--- src/rtl/acl_spi_reader.sv ---
`default_nettype none
// +--------------------------------------------------------------------------+
// | Module   : acl_spi_reader                                                |
// | Brief    : ADXL362 SPI master. It configures measure mode once, then     |
// |            reads X/Y/Z periodically. Defining ACL_AVG_EN turns on the    |
// |            4-sample running mean for each axis.                          |
// | Revision : 1.0  initial release                                          |
// +--------------------------------------------------------------------------+
module acl_spi_reader #(
  parameter int CLK_DIV       = 25,
  parameter int SAMPLE_PERIOD = 1_000_000
) (
  input  logic       CLK,
  input  logic       RST,
  input  logic       ACL_MISO,
  output logic       ACL_SCLK,
  output logic       ACL_MOSI,
  output logic       ACL_CSN,
  output logic [7:0] x_data,
  output logic [7:0] y_data,
  output logic [7:0] z_data,
  output logic       data_valid
);

  localparam int              DW           = $clog2(2 * CLK_DIV);
  localparam int              TW           = $clog2(SAMPLE_PERIOD + 1);
  localparam logic [DW-1:0]   DIV_LAST     = DW'(CLK_DIV - 1);
  localparam logic [DW-1:0]   GAP_LAST     = DW'(2 * CLK_DIV - 1);
  localparam logic [TW-1:0]   TIMER_LAST   = TW'(SAMPLE_PERIOD - 1);
  localparam logic [39:0]     CFG_FRAME    = 40'h0A2D02_0000;
  localparam logic [39:0]     RD_FRAME     = 40'h0B08_000000;
  localparam logic [5:0]      CFG_LAST_BIT = 6'd23;
  localparam logic [5:0]      RD_LAST_BIT  = 6'd39;
  localparam logic [5:0]      RX_FIRST_BIT = 6'd16;

  typedef enum logic [2:0] {
    CFG_START = 3'd0,
    CFG_XFER  = 3'd1,
    GAP       = 3'd2,
    WAIT      = 3'd3,
    RD_XFER   = 3'd4,
    DONE      = 3'd5
  } state_e;

  typedef enum logic [1:0] {
    PH_SETUP = 2'd0,
    PH_SHIFT = 2'd1,
    PH_HOLD  = 2'd2,
    PH_END   = 2'd3
  } phase_e;

  state_e          state_q, state_d;
  phase_e          phase_q, phase_d;
  logic [DW-1:0]   div_q, div_d;
  logic [5:0]      bit_cnt_q, bit_cnt_d;
  logic [TW-1:0]   timer_q, timer_d;
  logic            sclk_q, sclk_d;
  logic            mosi_q, mosi_d;
  logic            csn_q, csn_d;
  logic [39:0]     tx_q, tx_d;
  logic [23:0]     rx_q, rx_d;
  logic [7:0]      x_q, x_d, y_q, y_d, z_q, z_d;
  logic            valid_q, valid_d;

  logic            div_tick;
  logic [5:0]      last_bit;
  logic            in_setup, in_shift, in_hold, in_end;

  assign div_tick = (div_q == DIV_LAST);
  assign last_bit = (state_q == RD_XFER) ? RD_LAST_BIT : CFG_LAST_BIT;
  assign in_setup = (state_q == CFG_START) || (state_q == RD_XFER && phase_q == PH_SETUP);
  assign in_shift = (state_q == CFG_XFER || state_q == RD_XFER) && phase_q == PH_SHIFT;
  assign in_hold  = (state_q == CFG_XFER || state_q == RD_XFER) && phase_q == PH_HOLD;
  assign in_end   = (state_q == RD_XFER) && phase_q == PH_END;

`ifdef ACL_AVG_EN
  logic [2:0][7:0] hist_x_q, hist_x_d, hist_y_q, hist_y_d, hist_z_q, hist_z_d;

  function automatic logic [7:0] avg4(input logic [7:0] a, input logic [7:0] b,
                                      input logic [7:0] c, input logic [7:0] d);
    logic [9:0] sum;
    sum = {{2{a[7]}}, a} + {{2{b[7]}}, b} + {{2{c[7]}}, c} + {{2{d[7]}}, d};
    return sum[9:2];
  endfunction
`endif

  always_comb begin
    state_d   = state_q;
    phase_d   = phase_q;
    div_d     = (div_q == GAP_LAST) ? div_q : div_q + 1'b1;
    bit_cnt_d = bit_cnt_q;
    timer_d   = (timer_q == TIMER_LAST) ? timer_q : timer_q + 1'b1;
    sclk_d    = sclk_q;
    mosi_d    = mosi_q;
    csn_d     = csn_q;
    tx_d      = tx_q;
    rx_d      = rx_q;
    x_d       = x_q;
    y_d       = y_q;
    z_d       = z_q;
    valid_d   = 1'b0;
`ifdef ACL_AVG_EN
    hist_x_d  = hist_x_q;
    hist_y_d  = hist_y_q;
    hist_z_d  = hist_z_q;
`endif

    // CS setup: drop CSN with the first bit on MOSI, then hold CLK_DIV cycles.
    if (in_setup) begin
      if (csn_q) begin
        csn_d  = 1'b0;
        mosi_d = tx_q[39];
        div_d  = '0;
      end else if (div_tick) begin
        div_d   = '0;
        sclk_d  = 1'b1;
        phase_d = PH_SHIFT;
        if (state_q == CFG_START) begin
          state_d = CFG_XFER;
        end
      end
    end

    if (in_shift && div_tick) begin
      div_d  = '0;
      sclk_d = ~sclk_q;
      if (!sclk_q) begin
        if (state_q == RD_XFER && bit_cnt_q >= RX_FIRST_BIT) begin
          rx_d = {rx_q[22:0], ACL_MISO};
        end
      end else begin
        tx_d   = {tx_q[38:0], 1'b0};
        mosi_d = tx_q[38];
        if (bit_cnt_q == last_bit) begin
          bit_cnt_d = '0;
          phase_d   = PH_HOLD;
        end else begin
          bit_cnt_d = bit_cnt_q + 1'b1;
        end
      end
    end

    if (in_hold && div_tick) begin
      div_d = '0;
      csn_d = 1'b1;
      if (state_q == CFG_XFER) begin
        state_d = GAP;
        phase_d = PH_SETUP;
      end else begin
        phase_d = PH_END;
      end
    end

    // One idle cycle with CSN high before DONE, so data_valid trails the CSN rise.
    if (in_end) begin
      state_d = DONE;
      valid_d = 1'b1;
`ifdef ACL_AVG_EN
      x_d      = avg4(rx_q[23:16], hist_x_q[0], hist_x_q[1], hist_x_q[2]);
      y_d      = avg4(rx_q[15:8],  hist_y_q[0], hist_y_q[1], hist_y_q[2]);
      z_d      = avg4(rx_q[7:0],   hist_z_q[0], hist_z_q[1], hist_z_q[2]);
      hist_x_d = {hist_x_q[1:0], rx_q[23:16]};
      hist_y_d = {hist_y_q[1:0], rx_q[15:8]};
      hist_z_d = {hist_z_q[1:0], rx_q[7:0]};
`else
      x_d = rx_q[23:16];
      y_d = rx_q[15:8];
      z_d = rx_q[7:0];
`endif
    end

    case (state_q)
      GAP: begin
        if (div_q == GAP_LAST) begin
          state_d = WAIT;
          timer_d = '0;
          div_d   = '0;
        end
      end
      // div saturates after DONE and enforces the minimum CSN-high gap.
      WAIT: begin
        if (timer_q == TIMER_LAST && div_q == GAP_LAST) begin
          state_d = RD_XFER;
          phase_d = PH_SETUP;
          timer_d = '0;
          div_d   = '0;
          tx_d    = RD_FRAME;
        end
      end
      DONE: begin
        state_d = WAIT;
        phase_d = PH_SETUP;
        div_d   = '0;
      end
      default: ;
    endcase
  end

  always_ff @(posedge CLK) begin
    if (RST) begin
      state_q   <= CFG_START;
      phase_q   <= PH_SETUP;
      div_q     <= '0;
      bit_cnt_q <= '0;
      timer_q   <= '0;
      sclk_q    <= 1'b0;
      mosi_q    <= 1'b0;
      csn_q     <= 1'b1;
      tx_q      <= CFG_FRAME;
      rx_q      <= '0;
      x_q       <= '0;
      y_q       <= '0;
      z_q       <= '0;
      valid_q   <= 1'b0;
    end else begin
      state_q   <= state_d;
      phase_q   <= phase_d;
      div_q     <= div_d;
      bit_cnt_q <= bit_cnt_d;
      timer_q   <= timer_d;
      sclk_q    <= sclk_d;
      mosi_q    <= mosi_d;
      csn_q     <= csn_d;
      tx_q      <= tx_d;
      rx_q      <= rx_d;
      x_q       <= x_d;
      y_q       <= y_d;
      z_q       <= z_d;
      valid_q   <= valid_d;
    end
  end

`ifdef ACL_AVG_EN
  always_ff @(posedge CLK) begin
    if (RST) begin
      hist_x_q <= '0;
      hist_y_q <= '0;
      hist_z_q <= '0;
    end else begin
      hist_x_q <= hist_x_d;
      hist_y_q <= hist_y_d;
      hist_z_q <= hist_z_d;
    end
  end
`endif

  assign ACL_SCLK   = sclk_q;
  assign ACL_MOSI   = mosi_q;
  assign ACL_CSN    = csn_q;
  assign x_data     = x_q;
  assign y_data     = y_q;
  assign z_data     = z_q;
  assign data_valid = valid_q;

endmodule
`default_nettype wire
--- config.mk ---
export PLATFORM = sky130hd
export DESIGN_NAME = acl_spi_reader
export DESIGN_NICKNAME = d
export VERILOG_FILES = /design/src/rtl/acl_spi_reader.sv
export SDC_FILE = /design/constraint.sdc
export NUM_CORES = 1
export LEC_CHECK = 0
export BUFFER_PORTS_ARGS = -buffer_cell sky130_fd_sc_hd__buf_2
export CORE_ASPECT_RATIO = 1.5
export CORE_UTILIZATION = 50
export CTS_CLUSTER_DIAMETER = 40
export CTS_CLUSTER_SIZE = 12
export DETAILED_ROUTE_END_ITERATION = 7
export GPL_TIMING_DRIVEN = 0
export PLACE_DENSITY = 0.77
export SYNTH_ARGS = -nofsm -noshare
export SYNTH_HDL_FRONTEND = slang
export SYNTH_SLANG_ARGS = --single-unit
--- constraint.sdc ---
create_clock -name CLK -period 3.3 [get_ports CLK]
set_clock_uncertainty 0.2 [all_clocks]
set_input_delay 0.33 -clock CLK [delete_from_list [all_inputs] [get_ports CLK]]
set_output_delay 0.33 -clock CLK [all_outputs]
set_load 0.005 [all_outputs]
### After elaboration in Yosys (flattened, before gate mapping)

Cells that the tools add are included.

* bits in registers: 129

* equality and inequality tests: 13
* $lt $le $gt $ge: 1
* bitwise gates (word level): 1
* muxes and demuxes: 48
* reduce and logical (&&, ||, !) cells: 18
* add/sub/neg operators: 3

Operator list (count)
* 40-bit two-way mux: 4
* 20-bit two-way mux: 3
* 6-bit two-way mux: 10
* 20-bit one-hot mux with 2 select lines: 1
* 3-bit two-way mux: 9
* 20-bit by 1-bit adder with 20-bit output, second input constant: 1
* 20-bit == test, second input constant: 1
* 2-bit two-way mux: 9
* 6-bit one-hot mux with 3 select lines: 1
* 6-bit by 1-bit adder with 6-bit output, second input constant: 2
* 1-bit two-way mux: 9
* 3-bit one-hot mux with 3 select lines: 1
* 1-bit logical AND: 8
* 3-bit by 2-bit == test with 1-bit output, second input constant: 2
* 3-bit == test, second input constant: 2
* 6-bit by 5-bit == test with 1-bit output, second input constant: 1
* 6-bit == test: 1
* 6-bit == test, second input constant: 1
* 6-bit by 5-bit >= comparator with 1-bit output, second input constant: 1
* 3-bit AND reduction: 2
* 2-bit == test, second input constant: 2
* 2-bit one-hot mux with 2 select lines: 1
* 2-bit nonzero test: 2
* 3-bit by 1-bit == test with 1-bit output, second input constant: 1
* other kinds (8): 9

### Depth between registers and ports, before layout

* word-level depth: 10
* gate-level depth with buffers: 9
* depth with buffers taken out: 7

### Worst setup path before layout

OpenSTA, ideal clock, no wires.

* path kind: register to register
* start point: reg state_q[1]
* end point: reg rx_q[4]
* path slack: 857 ps
* cell stages (with the launch flop): 9
* library setup time: 128 ps
* arrival time: 2115 ps
* required time: 2972 ps
* path through: dfxtp_1 clkbuf_1 or4b_1 buf_2 or4_1 buf_2 buf_6 mux2i_1 nor2_1

* longest elaborated chain between the ends: 5

Ends and longest elaborated chain
* from (decl): RTL line 52 `state_e state_q, state_d;`
* from (signal assigned): RTL line 216 `state_q <= state_d;`
* 3-bit by 1-bit == test with 1-bit output or 3-bit == test (tied branches): RTL line 72, 128
* 1-bit logical OR: RTL line 72 `assign in_shift = (state_q == CFG_XFER || state_q == RD_XFER) && phase_q == PH_SHIFT;`
* 1-bit logical AND: RTL line 72
* 1-bit logical AND: RTL line 124 `if (in_shift && div_tick) begin`
* 3-bit AND reduction (no source line) *
* to (signal assigned): RTL line 225 `rx_q <= rx_d;`
* to (decl): RTL line 61 `logic [23:0] rx_q, rx_d;`

Mark *: on every way between the ends. The rest lies on a longest branch, timed or not.
A chain may end at the register's enable or synchronous reset.

### Worst setup path in the final report

* start point: reg div_q[1]
* end point: reg tx_q[0]

* longest elaborated chain between the ends: 5

Ends and longest elaborated chain
* from (decl): RTL line 54 `logic [DW-1:0] div_q, div_d;`
* from (signal assigned): RTL line 218 `div_q <= div_d;`
* 6-bit by 5-bit == test with 1-bit output: RTL line 69 `assign div_tick = (div_q == DIV_LAST);`
* 1-bit logical AND: RTL line 124
* 40-bit two-way mux: RTL line 124
* 40-bit two-way mux: RTL line 182 `if (timer_q == TIMER_LAST && div_q == GAP_LAST) begin`
* 40-bit two-way mux *: RTL line 172 `case (state_q)`
* to (signal assigned): RTL line 224 `tx_q <= tx_d;`
* to (decl): RTL line 60 `logic [39:0] tx_q, tx_d;`

Marks and branches as above.

==> qor.yml <==
leakage_nw: 2.35
setup-violations-final: 0
slew-limit-headroom_pct: 16.8
cpPeakStageDelay_ns: 1.07
path_cells: "inv_1, ha_1, and4bb_2, nand2_1, nor4_1, nor2_1, and3_1"
slew_violations: 0
rsz0062_at_grt: "false"
htree_levels: 4
post_cts_buffers: 0
yosysTopAreaCell: "dfxtp_1"
fin_crit_sh_pct: 87.6
hold_viol_final: 0
wl_per_cell_um: 13.1
crit_buf_inv: 1
drt_drc_violations_left: 1
grt_pass1_wl_mm: 18.1
synth-main-ff-cell: "dfxtp_1"
clock.fmax_ghz: 0.346
start_kind: "flip-flop"
worstSetupPathType: "reg -> reg"
syn-cell-area_um2: 5150
gp_congestion: 0.865
hold_path.class: "reg -> reg"
netlist_instances: 609
cp_top_family: "simple AND/OR/NAND/NOR gates"
synthTopCellsByCount: "nand2_1, dfxtp_1, a21oi_1"
min_path_cells: 2
cts_tree: "yes"
status: "complete, but fails checks"
path_max_fanout: 7
cts_resized: 0
yosysSeqAreaShare_pct: 50.1
r2r_cells: 7
cts_buffers: 17
clockBufferDepth: 2
path_clk_slew_ns: 0.05
grt_pass1_vias: 4232
grt_antenna_before_repair: 0
clk_latency_ns: 0.40
overflow: 0
drtIter0Drc: 218
die-height_um: 126
ir_drop_uv: 439
slowest_stage: "nor4_1"
synth.most_common_cell: "nand2_1"
areaGrowthSynthToFinish_pct: 16.1
min_period_ns: 2.89
drive_above_1_share_pct: 10.3
worstSetupPathDepth: 7
cap_violations: 0
synthTopCellsByArea: "dfxtp_1, nand2_1, a21oi_1"
std_cell_rows: 45
violations: "design-rule violations"
finish.utilization_pct: 59.3
core_area_um2: 10100
finalSetupTns_ns: 0
cp.required_ns: 3.40
p_per_area_nw_per_um2: 549
drt_wl_total_mm: 10.3
io_buffers: 29
hold_buffers: 1
dieArea_um2: 10700
worst-slew-pin-transition_ns: 1.24
avgViaCountPerCell: 5.43
syn-num-nets: 617
ys_warn_count: 0
die_width_um: 84.9
root_buffer: "clkbuf_16"
synth_top_area_share_pct: 50.1
diodes: 0
avgSynthCellArea_um2: 8.46
dr.pass1.iters: 6
worstSetupEndpointType: "flip-flop"
synth_edf_count: 0
arrival_ns: 2.99
grtUsageTotal_pct: 21.0
clock_sinks: 129
antenna_left: 0
vias: 4260
synthArstFlopShare_pct: 0
synth_cell_types: 46
pin_count: 31
post-dp-hpwl_mm: 7.30
final_nets: 666
start_util_pct: 51.1
grt_max_degree: 17
synth_seq_cells: 129
[layout by cell type, fill, tap and decap left out, types with 9 or more instances in the layout]
cell type	instances
nand2_1	139
dfxtp_1	129
a21oi_1	63
nor2_1	57
buf_2	33
clkbuf_1	33
mux2i_1	28
nand3_1	19
clkbuf_16	17
nor3_1	14
xor2_1	14
xnor2_1	9
[tightest hold or removal path: stages, from the launching register on]
cell and delay [ns]:
dfxtp_1 0.30, nand2_1 0.05, a21oi_1 0.05
[layout make-up]
class	count	area, µm²
Tap cell	117	146
Clock buffer	22	464
Buffer	36	155
Timing Repair Buffer	30	155
Multi-Input combinational cell	437	2390
Inverter	7	26.3
Fill cell	894	4100
Clock inverter	7	62.6
Sequential cell	129	2580
[per-stage QoR]
stage	hold WS [ns]	area (µm²)	total power, mW	setup WS, ns	std cells
floorplan	0.227	5150	1.64	0.857	609
global placement	0.236	5440	1.65	0.528	755
detailed placement	0.244	5440	1.65	0.473	755
CTS	0.251	5980	3.31	0.465	785
global route	0.267	5980	3.39	0.188	785
finish	0.247	5980	3.28	0.408	785
[cells by family (layout without fill, tap and decap cells)]
group           count (synthesis)  count (layout)  synth area share (%)
xor+xnor                       23              23                  3.91
mux                            29              29                  5.66
buf+inv                        43             102                  3.52
flops                         129             129                  50.1
simple gates                  284             284                  24.8
fa+ha+maj                       5               5                  1.21
compound gates                 96              96                  10.8
[power by group]
group / switching, mW / internal [mW] / total, mW / leakage, nW
Combinational: 0.0360 / 0.0154 / 0.0515 / 1.05
Clock: 0.609 / 1.05 / 1.66 / 0.261
Sequential: 0.00590 / 1.56 / 1.57 / 1.04
[path summary, 6_finish.rpt]
| kind | from | endpoint | slack (ns) |
|---|---|---|---|
| min | x_data[6]$_SDFFE_PP0P_ | x_data[6]$_SDFFE_PP0P_ | 0.25 |
| max | div_q[1]$_SDFF_PP0_ | tx_q[0]$_SDFF_PP0_ | 0.41 |
| min reg2reg | x_data[6]$_SDFFE_PP0P_ | x_data[6]$_SDFFE_PP0P_ | 0.25 |
| max reg2reg | div_q[1]$_SDFF_PP0_ | tx_q[0]$_SDFF_PP0_ | 0.41 |
[flip-flops by register name, indices dropped and copies added (netlist names), 2 cells and up]
name / cells
y_data: 8
bit_cnt_q: 6
phase_q: 2
x_data: 8
div_q: 6
tx_q: 40
rx_q: 24
z_data: 8
state_q: 3
timer_q: 20
[metal layers]
layer	share of wire, %	vias to the layer above	GRT usage, %
li1	-	2151	-
met1	42	2035	23.0
met2	53	56	38.2
met3	3.2	18	5.79
met4	2.2	0	8.57
met5	0	-	0
No activity file was read; power rests on OpenSTA's default activity.
